--- config.mk ---
export PLATFORM = sky130hd
export DESIGN_NAME = c3lib_pipe_reset_vld_flat
export DESIGN_NICKNAME = d
export VERILOG_FILES = /design/src/rtl/c3lib_pipe_reset_vld_if.sv /design/src/rtl/c3lib_pipe_reset_vld.sv /design/src/flat_wrapper.sv
export SDC_FILE = /design/constraint.sdc
export NUM_CORES = 1
export LEC_CHECK = 0
export CAP_MARGIN = 20
export CORE_MARGIN = 2
export CORE_UTILIZATION = 28
export CTS_CLUSTER_DIAMETER = 50
export DETAILED_ROUTE_END_ITERATION = 8
export MAX_ROUTING_LAYER = met4
export PLACE_DENSITY = 0.52
export SKIP_LAST_GASP = 1
export SLEW_MARGIN = 20
export SYNTH_ARGS = -nofsm -noshare
export SYNTH_HDL_FRONTEND = slang
export SYNTH_SLANG_ARGS = --single-unit
--- constraint.sdc ---
create_clock -name clk -period 1.7 [get_ports clk]
set_clock_uncertainty 0.15 [all_clocks]
set_input_delay 0.34 -clock clk [delete_from_list [all_inputs] [get_ports clk]]
set_output_delay 0.34 -clock clk [all_outputs]
set_load 0.1 [all_outputs]
--- src/rtl/c3lib_pipe_reset_vld_if.sv ---
`default_nettype none
// ===========================================================================
// c3lib_pipe_reset_vld_if : handshake/data bundle for the reset-valid pipe
// Rev 1.0
// ===========================================================================
interface c3lib_pipe_reset_vld_if #(
   parameter int WIDTH = 8,
   parameter int DEPTH = 2,
   parameter int CW    = $clog2(DEPTH + 1)
);
   logic             ce;
   logic             clr;
   logic             vld_in;
   logic [WIDTH-1:0] data_in;
   logic             vld_out;
   logic [WIDTH-1:0] data_out;
   logic [CW-1:0]    occ_cnt;

   modport master (
      output ce, clr, vld_in, data_in,
      input  vld_out, data_out, occ_cnt
   );

   modport slave (
      input  ce, clr, vld_in, data_in,
      output vld_out, data_out, occ_cnt
   );
endinterface
`default_nettype wire

--- src/rtl/c3lib_pipe_reset_vld.sv ---
`default_nettype none
// ===========================================================================
// c3lib_pipe_reset_vld : stallable, flushable reset-value pipeline with valids
// Rev 1.0
// ===========================================================================
module c3lib_pipe_reset_vld #(
   parameter int               WIDTH     = 8,
   parameter int               DEPTH     = 2,
   parameter logic [WIDTH-1:0] RST_VAL   = {WIDTH{1'b0}},
   parameter bit               DATA_GATE = 1'b0,
   parameter int               CW        = $clog2(DEPTH + 1)
) (
   input wire logic                clk,
   input wire logic                rst,
   c3lib_pipe_reset_vld_if.slave   bus
);
   logic [DEPTH-1:0] vld;
   logic [WIDTH-1:0] dat [DEPTH];
   logic [CW-1:0]    cnt;

   logic [DEPTH-1:0] src_vld;
   logic [WIDTH-1:0] src_dat [DEPTH];

   genvar i;
   for (i = 0; i < DEPTH; i++) begin : g_src
      if (i == 0) begin : g_head
         assign src_vld[i] = bus.vld_in;
         assign src_dat[i] = bus.data_in;
      end else begin : g_body
         assign src_vld[i] = vld[i-1];
         assign src_dat[i] = dat[i-1];
      end
   end

   always_ff @(posedge clk or posedge rst) begin
      if (rst) begin
         vld <= '0;
         cnt <= '0;
         for (int k = 0; k < DEPTH; k++) dat[k] <= RST_VAL;
      end else if (bus.clr) begin
         vld <= '0;
         cnt <= '0;
         for (int k = 0; k < DEPTH; k++) dat[k] <= RST_VAL;
      end else if (bus.ce) begin
         for (int k = 0; k < DEPTH; k++) begin
            vld[k] <= src_vld[k];
            // With gating, a stage's data only moves behind a valid item.
            if (!DATA_GATE || src_vld[k]) dat[k] <= src_dat[k];
         end
         // Modulo-CW arithmetic is exact: the count never leaves 0..DEPTH.
         cnt <= cnt + CW'(bus.vld_in) - CW'(vld[DEPTH-1]);
      end
   end

   assign bus.vld_out  = vld[DEPTH-1];
   assign bus.data_out = dat[DEPTH-1];
   assign bus.occ_cnt  = cnt;
endmodule
`default_nettype wire
--- src/flat_wrapper.sv ---
// flat-port wrapper written by rule: the top's interface ports become plain ports
module c3lib_pipe_reset_vld_flat 
#(
   parameter int               WIDTH     = 8,
   parameter int               DEPTH     = 2,
   parameter logic [WIDTH-1:0] RST_VAL   = {WIDTH{1'b0}},
   parameter bit               DATA_GATE = 1'b0,
   parameter int               CW        = $clog2(DEPTH + 1)
)
  (clk, rst, bus_ce, bus_clr, bus_vld_in, bus_data_in, bus_vld_out, bus_data_out, bus_occ_cnt);
  c3lib_pipe_reset_vld_if #(.WIDTH(WIDTH), .DEPTH(DEPTH), .CW(CW)) bus_i ();
  input wire logic clk;
  input wire logic rst;
  input wire logic [$bits(bus_i.ce)-1:0] bus_ce;
  input wire logic [$bits(bus_i.clr)-1:0] bus_clr;
  input wire logic [$bits(bus_i.vld_in)-1:0] bus_vld_in;
  input wire logic [$bits(bus_i.data_in)-1:0] bus_data_in;
  output wire logic [$bits(bus_i.vld_out)-1:0] bus_vld_out;
  output wire logic [$bits(bus_i.data_out)-1:0] bus_data_out;
  output wire logic [$bits(bus_i.occ_cnt)-1:0] bus_occ_cnt;
  assign bus_i.ce = bus_ce;
  assign bus_i.clr = bus_clr;
  assign bus_i.vld_in = bus_vld_in;
  assign bus_i.data_in = bus_data_in;
  assign bus_vld_out = bus_i.vld_out;
  assign bus_data_out = bus_i.data_out;
  assign bus_occ_cnt = bus_i.occ_cnt;
  c3lib_pipe_reset_vld #(.WIDTH(WIDTH), .DEPTH(DEPTH), .RST_VAL(RST_VAL), .DATA_GATE(DATA_GATE), .CW(CW)) u_core (.clk(clk), .rst(rst), .bus(bus_i));
endmodule
==> results.md <==
- Status: complete, no violations
- Largest family of logic cells by synthesized area: multiplexers
- Crit Path Class: reg2reg
- Fillers: 309
- Critical path's slowest cell: dfrtp_4
- Synth Area in Adders: under 10%
- CTS root buffer: clkbuf_4
- Die footprint: about 3800 µm²
- Leakage power: 0.655 nW
- H-tree depth: 1
- Total CTS buffers: 3
- WL/cell: roughly 11 µm
- Multi-input logic area: 352 µm²
- First-pass GRT wire length: 2.81 mm
- Worst setup EP type: flop
- Clk sinks: 20
- Register Area: ~510 µm²
- Max-cap check violation count: 0
- RD Place Congestion: 0.689
- Total power: ~1.1 mW
- Final Routed Wirelength: 1.63 mm
- DRT Pass-1 Iters: 2
- Synth unique cells: 12
- Final Setup Violations: 0
- Post-synthesis mux area share: roughly 21%
- Yosys reg bits: 20
- Relative slew slack: 82.9%
- Post-route setup TNS: 0 ps
- # hold bufs at CTS: 0
- Tmin final: 1640 ps
- Vias/cell: 4.14
- Synth Area in Simple Gates: 8.78%
- Worst Hold Class: in2async
- DR DRC count: 0
- Fin. max-slew vios: 0
- CP Cell Sequence: inv_2, ha_4, inv_2, ha_4, xor2_2, a21oi_1, a31o_2
- Tcrit/Tclk final: 96.5%
- Slowest stage delay, CP: slightly below 500 ps
- Compound-Gate Fraction of Synth Area: 1.49%
- Syn Inst Count: 80
- Site row count: 20
- Family with the most delay on the worst path: flip-flops
- Die height: just over 60 µm
- Mapped Nets: 95
- Vias in the first global route: 614
- Synth warn: 0
- Number of diodes: 0
- Final hold slack: 207 ps
- Least-Margin Pin Slew: around 260 ps
- Core area: about 3100 µm²
- CP bufs+invs: 2
- Clock Path Buffers: 2
- Peak Freq: 0.610 GHz
- Final hold vios: 0
- Clock-pin slew on the worst setup and hold paths: 110 ps
- Initial Util: 29.8%
- Post-DRT Antenna Nets: 0
- Worst VDD drop: approximately 300 µV
- Sequential area share after synthesis: between 50% and 60%
- Area of placed instances: between 1000 and 1500 µm²
- Pin count of the biggest net entering global routing: 21
- Total GRT Usage: 10.7%
- CP max FO: 2
- Die Width: slightly above 60 µm
- Hpwl dp: 1.24 mm
- Post-Syn Area: ~930 µm²
- IO Port Bufs: 23
- P&R area growth vs syn: 47.7%
- Syn avg cell area: 11.6 µm²
- Arr. time, crit path: 1690 ps
- Clock Latency Late Sink: 290 ps
- Io pins: 24
- Via count: 604
- Layout cells sized above 1: 29.4%
- Cell area after layout: between 1000 and 1500 µm²
- Synth Area in XOR/XNOR: 0.946%
- Cell Pwr Density: ~770 nW/µm²
- Global route total overflow: 0
- Initial antenna violation count: 0
- CP Launch Type: flop
- Worst Path Required: 1750 ps
- Initial DRC Count: 15
- CTS tree: yes
- Final nets: 118
[power breakdown]
part	internal, mW	switching (mW)
clock network	0.130	0.136
logic	0.119	0.150
registers	0.500	0.0174
total	0.749	0.304
[cell families after synthesis]
| kind of cell | Yosys count |
|---|---|
| multiplexers | 19 |
| flip-flops | 20 |
| AND/OR/NAND/NOR | 21 |
| adder cells (fa/ha/maj) | 2 |
| AO/OA/AOI/OAI | 2 |
| XOR/XNOR | 1 |
| buffers and inverters | 15 |
[flip-flops by register name, summed over array words and instances, names as in the netlist]
| name | count |
|---|---|
| u_core.bus.data_out | 8 |
| u_core.bus.occ_cnt | 2 |
| u_core.dat | 8 |
| u_core.vld | 2 |
[synthesized netlist by cell type, drive strengths merged]
master	count	area share (%)
a31o	1	0.95
nor2	20	8.1
a21oi	1	0.54
ha	2	2.7
inv	3	1.2
dfrtp	20	54
nand2b	1	0.68
buf	12	10
mux2i	19	21
xor2	1	0.95
[tightest hold or removal path, stage by stage]
cell and delay, ps:
clkdlybuf4s50_1 400, inv_1 50, buf_4 260
[cell usage in the layout (no fill, tap or decap)]
| cell | count |
|---|---|
| nand2b_1 | 1 |
| nor2_1 | 20 |
| buf_12 | 12 |
| a21oi_1 | 1 |
| dfrtp_1 | 18 |
| a31o_2 | 1 |
| inv_2 | 2 |
| mux2i_1 | 19 |
| inv_1 | 1 |
| ha_4 | 2 |
| clkbuf_8 | 1 |
| dfrtp_4 | 2 |
| clkdlybuf4s50_1 | 12 |
| buf_4 | 6 |
| clkbuf_4 | 3 |
| xor2_2 | 1 |
[per-stage QoR]
stage	std cells	worst slack, ps	util (%)
floorplan	80	-130	-
global placement	142	-10.3	42.7
detailed placement	142	-34.3	42.7
CTS	146	20.4	43.8
global route	146	-6.47	44.1
finish	146	60.0	44.1
[layout make-up]
type / count / area share [%]
inverters: 3 / 0.823
repair buffers: 30 / 29.6
flip-flops and latches: 20 / 37.1
clock buffers: 4 / 2.65
multi-input cells: 45 / 25.7
well taps: 44 / 4.03
[per-layer routing]
metal | GRT usage [%] | wire length (µm) | up-vias
met3 | 1.26 | 54 | 2
met1 | 12.5 | 690 | 295
met4 | 6.38 | 27 | 0
met5 | - | 0 | -
met2 | 17.4 | 856 | 10
li1 | - | - | 297
[path summary, 6_finish.rpt]
kind | start | endpoint | slack [ps] | depth (start not counted)
hold reg to reg | u_core.dat[8] | u_core.bus.data_out[0] | 380 | 2
max in group asynchronous | rst | u_core.bus.occ_cnt[0] | 960 | 3
setup / recovery | u_core.bus.occ_cnt[0] | u_core.bus.occ_cnt[1] | 60 | 7
hold / removal | rst | u_core.bus.occ_cnt[1] | 210 | 3
setup reg to reg | u_core.bus.occ_cnt[0] | u_core.bus.occ_cnt[1] | 60 | 7
min in group clk | u_core.dat[8] | u_core.bus.data_out[0] | 380 | 2
[timing repair]
item | 4_1_cts | 5_1_grt
buffers inserted | 0 | 0
hold endpoints to repair | 0 | 0
gates resized for setup | 0 | 1
endpoints found under the setup margin | 0 | 1
No activity file was read; power rests on OpenSTA's default activity.
